==> src/rtl/data_sram_bridge_if.sv <==
// -----------------------------------------------------------------------------
// data_sram_bridge_if
//   Bundles the two sides of the bridge: the core's single-cycle data SRAM
//   port (cpu_*) and the split-transaction SRAM-like bus (mem_*).
//
//   modport master : the bridge view. It receives the core request and the
//                    bus handshakes, and drives the bus request and the
//                    core response.
//   modport slave  : the environment view (core + memory side), mirror of
//                    master.
//
//   cpu_en/cpu_wen/cpu_addr/cpu_wdata : core request (wen = 0 means read)
//   cpu_rdata/cpu_stall               : core response
//   mem_req/mem_wr/mem_size/mem_wstrb/mem_addr/mem_wdata : address phase
//   mem_addr_ok/mem_data_ok/mem_rdata : bus handshakes and read return
// -----------------------------------------------------------------------------
interface data_sram_bridge_if #(
    parameter int ADDR_W = 32,
    parameter int DATA_W = 32
) ();
    logic              cpu_en;
    logic [3:0]        cpu_wen;
    logic [ADDR_W-1:0] cpu_addr;
    logic [DATA_W-1:0] cpu_wdata;
    logic [DATA_W-1:0] cpu_rdata;
    logic              cpu_stall;

    logic              mem_req;
    logic              mem_wr;
    logic [1:0]        mem_size;
    logic [3:0]        mem_wstrb;
    logic [ADDR_W-1:0] mem_addr;
    logic [DATA_W-1:0] mem_wdata;
    logic              mem_addr_ok;
    logic              mem_data_ok;
    logic [DATA_W-1:0] mem_rdata;

    modport master (
        input  cpu_en, cpu_wen, cpu_addr, cpu_wdata,
        output cpu_rdata, cpu_stall,
        output mem_req, mem_wr, mem_size, mem_wstrb, mem_addr, mem_wdata,
        input  mem_addr_ok, mem_data_ok, mem_rdata
    );

    modport slave (
        output cpu_en, cpu_wen, cpu_addr, cpu_wdata,
        input  cpu_rdata, cpu_stall,
        input  mem_req, mem_wr, mem_size, mem_wstrb, mem_addr, mem_wdata,
        output mem_addr_ok, mem_data_ok, mem_rdata
    );
endinterface

==> src/rtl/data_sram_bridge.sv <==
// -----------------------------------------------------------------------------
// data_sram_bridge
//   Turns the core's single-cycle data SRAM access into one split-transaction
//   access on an SRAM-like bus (address handshake, then data handshake).
//   One access is in flight at a time; the core is stalled until it finishes,
//   and read data is returned from a buffer in the single DONE cycle.
//
//   Ports:
//     clk        in   rising-edge clock
//     rst        in   asynchronous active-high reset
//     bus        --   data_sram_bridge_if.master (cpu_* and mem_* signals)
//     stall_cnt  out  saturating count of cycles with cpu_stall high
// -----------------------------------------------------------------------------
module data_sram_bridge #(
    parameter int ADDR_W = 32,
    parameter int DATA_W = 32
) (
    input  logic               clk,
    input  logic               rst,
    data_sram_bridge_if.master bus,
    output logic [31:0]        stall_cnt
);

    typedef enum logic [1:0] {
        IDLE = 2'd0,
        ADDR = 2'd1,
        DATA = 2'd2,
        DONE = 2'd3
    } state_t;

    state_t            state_q,     state_d;
    logic              wr_q,        wr_d;
    logic [1:0]        size_q,      size_d;
    logic [3:0]        wstrb_q,     wstrb_d;
    logic [ADDR_W-1:0] addr_q,      addr_d;
    logic [DATA_W-1:0] wdata_q,     wdata_d;
    logic [DATA_W-1:0] rdata_q,     rdata_d;
    logic [31:0]       stall_cnt_q, stall_cnt_d;

    logic              stall;
    logic              req;

    // Transfer size from byte enables. Only the contiguous naturally aligned
    // patterns map to byte/half; anything else (including a read, wen = 0)
    // is issued as a full word.
    function automatic logic [1:0] size_of(input logic [3:0] wen);
        logic [1:0] sz;
        case (wen)
            4'b0001, 4'b0010, 4'b0100, 4'b1000: sz = 2'd0;
            4'b0011, 4'b1100:                   sz = 2'd1;
            default:                            sz = 2'd2;
        endcase
        return sz;
    endfunction

    always_comb begin
        state_d     = state_q;
        wr_d        = wr_q;
        size_d      = size_q;
        wstrb_d     = wstrb_q;
        addr_d      = addr_q;
        wdata_d     = wdata_q;
        rdata_d     = rdata_q;
        stall       = 1'b0;
        req         = 1'b0;

        case (state_q)
            IDLE: begin
                stall = bus.cpu_en;
                if (bus.cpu_en) begin
                    // The bus encoding is computed once here so that every
                    // mem_* output is a plain register during the address
                    // phase and cannot change before mem_addr_ok.
                    wr_d    = |bus.cpu_wen;
                    size_d  = size_of(bus.cpu_wen);
                    wstrb_d = bus.cpu_wen;
                    addr_d  = (|bus.cpu_wen) ? bus.cpu_addr
                                             : {bus.cpu_addr[ADDR_W-1:2], 2'b00};
                    wdata_d = bus.cpu_wdata;
                    state_d = ADDR;
                end
            end
            ADDR: begin
                stall = 1'b1;
                req   = 1'b1;
                if (bus.mem_addr_ok) begin
                    if (bus.mem_data_ok) begin
                        rdata_d = bus.mem_rdata;
                        state_d = DONE;
                    end else begin
                        state_d = DATA;
                    end
                end
            end
            DATA: begin
                stall = 1'b1;
                if (bus.mem_data_ok) begin
                    rdata_d = bus.mem_rdata;
                    state_d = DONE;
                end
            end
            DONE: begin
                // cpu_en here still belongs to the access being completed.
                state_d = IDLE;
            end
            default: state_d = IDLE;
        endcase

        stall_cnt_d = (stall && (stall_cnt_q != 32'hFFFF_FFFF)) ? stall_cnt_q + 32'd1
                                                                : stall_cnt_q;
    end

    always_ff @(posedge clk or posedge rst) begin
        if (rst) begin
            state_q     <= IDLE;
            wr_q        <= 1'b0;
            size_q      <= 2'd0;
            wstrb_q     <= 4'd0;
            addr_q      <= '0;
            wdata_q     <= '0;
            rdata_q     <= '0;
            stall_cnt_q <= '0;
        end else begin
            state_q     <= state_d;
            wr_q        <= wr_d;
            size_q      <= size_d;
            wstrb_q     <= wstrb_d;
            addr_q      <= addr_d;
            wdata_q     <= wdata_d;
            rdata_q     <= rdata_d;
            stall_cnt_q <= stall_cnt_d;
        end
    end

    // mem_req is decoded from the state so it drops the instant reset hits.
    assign bus.mem_req   = req;
    assign bus.mem_wr    = wr_q;
    assign bus.mem_size  = size_q;
    assign bus.mem_wstrb = wstrb_q;
    assign bus.mem_addr  = addr_q;
    assign bus.mem_wdata = wdata_q;
    assign bus.cpu_rdata = rdata_q;
    assign bus.cpu_stall = stall;
    assign stall_cnt     = stall_cnt_q;

endmodule

==> src/flat_wrapper.sv <==
// flat-port wrapper written by rule: the top's interface ports become plain ports
module data_sram_bridge_flat 
#(
    parameter int ADDR_W = 32,
    parameter int DATA_W = 32
)
  (clk, rst, stall_cnt, bus_cpu_en, bus_cpu_wen, bus_cpu_addr, bus_cpu_wdata, bus_cpu_rdata, bus_cpu_stall, bus_mem_req, bus_mem_wr, bus_mem_size, bus_mem_wstrb, bus_mem_addr, bus_mem_wdata, bus_mem_addr_ok, bus_mem_data_ok, bus_mem_rdata);
  data_sram_bridge_if #(.ADDR_W(ADDR_W), .DATA_W(DATA_W)) bus_i ();
  input  logic clk;
  input  logic rst;
  output logic [31:0] stall_cnt;
  input wire logic [$bits(bus_i.cpu_en)-1:0] bus_cpu_en;
  input wire logic [$bits(bus_i.cpu_wen)-1:0] bus_cpu_wen;
  input wire logic [$bits(bus_i.cpu_addr)-1:0] bus_cpu_addr;
  input wire logic [$bits(bus_i.cpu_wdata)-1:0] bus_cpu_wdata;
  output wire logic [$bits(bus_i.cpu_rdata)-1:0] bus_cpu_rdata;
  output wire logic [$bits(bus_i.cpu_stall)-1:0] bus_cpu_stall;
  output wire logic [$bits(bus_i.mem_req)-1:0] bus_mem_req;
  output wire logic [$bits(bus_i.mem_wr)-1:0] bus_mem_wr;
  output wire logic [$bits(bus_i.mem_size)-1:0] bus_mem_size;
  output wire logic [$bits(bus_i.mem_wstrb)-1:0] bus_mem_wstrb;
  output wire logic [$bits(bus_i.mem_addr)-1:0] bus_mem_addr;
  output wire logic [$bits(bus_i.mem_wdata)-1:0] bus_mem_wdata;
  input wire logic [$bits(bus_i.mem_addr_ok)-1:0] bus_mem_addr_ok;
  input wire logic [$bits(bus_i.mem_data_ok)-1:0] bus_mem_data_ok;
  input wire logic [$bits(bus_i.mem_rdata)-1:0] bus_mem_rdata;
  assign bus_i.cpu_en = bus_cpu_en;
  assign bus_i.cpu_wen = bus_cpu_wen;
  assign bus_i.cpu_addr = bus_cpu_addr;
  assign bus_i.cpu_wdata = bus_cpu_wdata;
  assign bus_cpu_rdata = bus_i.cpu_rdata;
  assign bus_cpu_stall = bus_i.cpu_stall;
  assign bus_mem_req = bus_i.mem_req;
  assign bus_mem_wr = bus_i.mem_wr;
  assign bus_mem_size = bus_i.mem_size;
  assign bus_mem_wstrb = bus_i.mem_wstrb;
  assign bus_mem_addr = bus_i.mem_addr;
  assign bus_mem_wdata = bus_i.mem_wdata;
  assign bus_i.mem_addr_ok = bus_mem_addr_ok;
  assign bus_i.mem_data_ok = bus_mem_data_ok;
  assign bus_i.mem_rdata = bus_mem_rdata;
  data_sram_bridge #(.ADDR_W(ADDR_W), .DATA_W(DATA_W)) u_core (.clk(clk), .rst(rst), .bus(bus_i), .stall_cnt(stall_cnt));
endmodule
==> config.mk <==
export PLATFORM = sky130hd
export DESIGN_NAME = data_sram_bridge_flat
export DESIGN_NICKNAME = d
export VERILOG_FILES = /design/src/rtl/data_sram_bridge_if.sv /design/src/rtl/data_sram_bridge.sv /design/src/flat_wrapper.sv
export SDC_FILE = /design/constraint.sdc
export NUM_CORES = 1
export LEC_CHECK = 0
export ABC_CLOCK_PERIOD_IN_PS = 9900
export CAP_MARGIN = 20
export CORE_MARGIN = 5
export CORE_UTILIZATION = 45
export CTS_CLUSTER_DIAMETER = 150
export DETAILED_ROUTE_END_ITERATION = 8
export PLACE_DENSITY = 0.88
export SLEW_MARGIN = 25
export SYNTH_ARGS = -nofsm -noshare
export SYNTH_HDL_FRONTEND = slang
export SYNTH_SLANG_ARGS = --single-unit
export TNS_END_PERCENT = 20
==> constraint.sdc <==
create_clock -name clk -period 9.9 [get_ports clk]
set_input_delay 2.97 -clock clk [delete_from_list [all_inputs] [get_ports clk]]
set_output_delay 2.97 -clock clk [all_outputs]
set_load 0.01 [all_outputs]
# --- Word-level counts from Yosys, hierarchy flattened ---
# Cells that the tools add are included.
totals:
  ff_bits: 137
  input_bits: 105
  out_inout_bits: 137
  wordCells: 44
classes:
  addsub: 1
  eq_ne: 13
  muxes: 12
  reduce_logical: 10
ops:
  columns: ["operator", "n"]
  rows:
  - ["32-bit two-way mux", 2]
  - ["32-bit one-hot mux with 2 select lines", 1]
  - ["32-bit by 1-bit adder with 32-bit output (second input constant)", 1]
  - ["32-bit != test (second input constant)", 1]
  - ["4-bit by 2-bit equality test with 1-bit output (second input constant)", 2]
  - ["4-bit equality test (second input constant)", 2]
  - ["2-bit two-way mux", 4]
  - ["2-bit one-hot mux with 4 select lines", 1]
  - ["4-bit OR reduction", 2]
  - ["2-bit != test (second input constant)", 3]
  - ["2-bit equality test (second input constant)", 2]
  - ["4-bit by 1-bit equality test with 1-bit output (second input constant)", 1]
  - ["4-bit by 3-bit equality test with 1-bit output (second input constant)", 1]
  - ["2-bit one-hot mux with 2 select lines", 1]
  - ["2-bit AND reduction", 2]
  - ["2-bit OR reduction", 2]
  - ["3-bit AND reduction", 1]
  - ["2-bit by 1-bit equality test with 1-bit output (second input constant)", 1]
  - ["2-bit zero test", 1]
  - ["1-bit two-way mux", 2]
  - ["1-bit one-hot mux with 2 select lines", 1]
  - ["2-bit nonzero test", 1]
  - ["1-bit logical AND", 1]

# --- Depth between registers and ports, before layout ---
depth:
  depth_word: 4
  ltp_mapped: 9
  ltp_nobuf: 8

# --- Worst setup path after synthesis ---
# OpenSTA, ideal clock, no wires.
synth_timing:
  kind: "input to output"
  from: "input bus_cpu_en"
  to: "output bus_cpu_stall"
  t_arrival_ps: 3449
  required_ps: 6930
  slack_ps: 3481
  stages: 3
  n_path_buf: 0
  path_cell_list: "a21oi_1 > or2_2 > inv_1"
synth_via:
  elab_chain_cells: 1
synth_rtl:
  columns: ["item", "line_no", "rtl"]
  rows:
  - ["start, declared", "flat_wrapper.sv:12", "input wire logic [$bits(bus_i.cpu_en)-1:0] bus_cpu_en;"]
  - ["1-bit one-hot mux with 2 select lines", "data_sram_bridge.sv:67", "case (state_q)"]
  - ["end, declared", "flat_wrapper.sv:17", "output wire logic [$bits(bus_i.cpu_stall)-1:0] bus_cpu_stall;"]
# No other way between the ends.

# --- Worst setup path after layout ---
# Same ends and word-level chain as after synthesis.

==> results.cfg <==
[hold_path]
min_path_type = reg2reg

[clock_network]
clockBufferDepth = 2
cts_hold_buffers = 0
post-cts-setup-buffers = 0
clkSinkCount = 137
clk_latency_ns = 0.41
cts_tree = done
clk_pin_slew_ns = 0.05
htree_num_levels = 4
clk_root_buffer_cell = clkbuf_16
ctsResizeCount = 0
cts_buffers = 17

[global_routing]
grt_overflow = 0
grt_use_total_pct = 20.6
grt_pass1_vias = 4537
grt_max_degree = 78
grt_pass1_wl_um = 23400
antenna_found_initial = 0

[placement]
dp_hpwl_um = 11000
post-place-cells = 790
place_congestion = 0.854
portBuffers = 241

[logic_synthesis]
yosysWarnings = 0
synth-seq-cells = 137
syn_inst = 391
synth.avg_cell_area_um2 = 14.3
syn_area_um2 = 5580
ys_async_sr_fraction_pct = 100
seq_area_frac_synth_pct = 61.4
synth_edf_count = 0
synthFlopType = dfrtp_1
synthesis.nets = 502
synth_cell_type_count = 39

[floorplanning]
die_w_um = 121
start_util_pct = 46.3
core_region_area_um2 = 12100
dieArea_um2 = 14700
pin_count = 242
chipHeight_um = 121
row_count = 40

[cells_and_area]
layout_commonest_cell = clkdlybuf4s50_1
final_nets = 752
layout_common_cells = clkdlybuf4s50_1, dfrtp_1, mux2_2, clkbuf_16, nand2_1
drive_above_1_share_pct = 22.4
syn_to_final_growth_pct = 57.7
num-fill-cells = 789
fin_cells = 821
diodes = 0

[setup_path]
crit_top_cell = clkdlybuf4s50_1
cp.required_ns = 6.93
crit_path_end_kind = output port
path_class = in2out
cp-start-kind = input port
cp_top_family = buffers and inverters
cp_cell_sequence = clkdlybuf4s50_1 > a21oi_1 > or2_2 > inv_1 > clkdlybuf4s50_1
crit_buf_inv = 3
slowest_stage = clkdlybuf4s50_1
worst_ep_arrival_time_ns = 4.66
cp_max_fo = 3
max_stage_delay_ns = 0.57

[timing]
timing.final.crit_share_pct = 77.1
setup_viol = 0
finalSetupTns_ns = 0
fin_crit_ns = 7.63
skew_ns = 0.00893
hold_viol = 0
drv_slew = 0
maxSlewHeadroom_pct = 37.6
rsz0062_at_grt = false
worst_pin_slew_ns = 0.937
clock.fmax_mhz = 131
timing.hold.ws_ns = 0.488

[drt]
drcViolationCount = 0
detail-route-antenna-nets = 0
drt-initial-drc-count = 384
met2_wirelength_um = 7740
viasPerCell = 5.02
dr_wl_met3_um = 1460
dr.max_layer_used = met4
routed_wirelength_um = 14900
num_vias = 4120
met1Wirelength_um = 5300
route.detailed.wl_per_inst_um = 18.1
first_pass_iters = 4

[pwr]
peakVddDrop_mv = 0.216
power_density_nw_per_um2 = 306
p_leak_uw = 0.00380
total_power_uw = 2690

[outcome]
run_status = complete, no violations

[run]
cap_violations = 0
## where the power goes
| group | leakage, µW | internal [µW] | switching (µW) |
|---|---|---|---|
| Sequential | 0.00167 | 796 | 131 |
| Combinational | 0.00183 | 673 | 433 |
| Clock | 0.000303 | 439 | 222 |
| Total | 0.00380 | 1910 | 785 |
## path summary, 6_finish.rpt
kind	startpoint	end	slack [ns]	depth (start not counted)
setup / recovery	bus_cpu_en	bus_cpu_stall	2.27	5
hold / removal	u_core.bus.mem_wr	u_core.bus.mem_wr	0.49	1
setup reg to reg	u_core.state_q[0]	u_core.stall_cnt[4]	7.50	8
hold reg to reg	u_core.bus.mem_wr	u_core.bus.mem_wr	0.49	1
max in group asynchronous	rst	u_core.bus.cpu_rdata[14]	5.66	3
min in group asynchronous	rst	u_core.bus.mem_wdata[23]	3.05	2
## cell families after synthesis
group,count (synthesis),share of synthesized area (%)
buffers and inverters,23,1.68
AO/OA/AOI/OAI,14,1.75
flip-flops,137,61.4
adder cells (fa/ha/maj),6,1.35
AND/OR/NAND/NOR,78,8.30
multiplexers,103,20.8
XOR/XNOR,30,4.71
## layout make-up
class / instances / area, µm² / share of cell area (%)
clock buffers: 23 / 478 / 5.43
clock inverters: 8 / 143 / 1.62
inverters: 11 / 43.8 / 0.498
multi-input cells: 231 / 2070 / 23.5
flip-flops and latches: 137 / 3430 / 39.0
well taps: 168 / 210 / 2.39
repair buffers: 243 / 2430 / 27.6
## metal layers
metal	GRT usage, %	vias to the layer above
li1	-	1882
met1	22.2	2019
met2	35.4	191
met3	8.67	28
met4	8.61	0
met5	0	-
## Yosys cell counts, types with 4 or more instances
cell type | instances | area, µm²
nor3_1 | 6 | 30.0
xor2_1 | 15 | 131
clkbuf_1 | 8 | 30.0
nor2_1 | 11 | 41.3
mux2_2 | 102 | 1150
dfrtp_1 | 137 | 3430
xnor2_1 | 15 | 131
and3_1 | 4 | 25.0
nand4_1 | 13 | 81.3
inv_1 | 11 | 41.3
nand3_1 | 8 | 40.0
nand2_1 | 17 | 63.8
ha_1 | 6 | 75.1
## metrics by stage
| stage | utilization, % | worst slack [ns] | area (µm²) |
|---|---|---|---|
| after floorplan | - | 3.26 | 5580 |
| after global placement | 67.8 | 2.32 | 8180 |
| after detailed placement | 67.8 | 2.26 | 8180 |
| after CTS | 72.9 | 2.26 | 8800 |
| after global routing | 73.0 | 2.23 | 8800 |
| final | 73.0 | 2.27 | 8800 |
## worst register-to-register path: stages (launching register included)
cell     delay (ns)
dfrtp_1        0.40
inv_1          0.16
ha_1           0.26
a21oi_1        0.12
or2_2          0.33
inv_1          0.13
o21a_1         0.51
and4_1         0.29
xor2_1         0.15
## flip-flops by register name, indices dropped and copies added, names as in the netlist
| register | count |
|---|---|
| u_core.bus.mem_wdata | 32 |
| u_core.bus.mem_wr | 1 |
| u_core.bus.mem_addr | 32 |
| u_core.stall_cnt | 32 |
| u_core.state_q | 2 |
| u_core.bus.cpu_rdata | 32 |
| u_core.bus.mem_wstrb | 4 |
| u_core.bus.mem_size | 2 |
(Power assumes the default switching activity.)
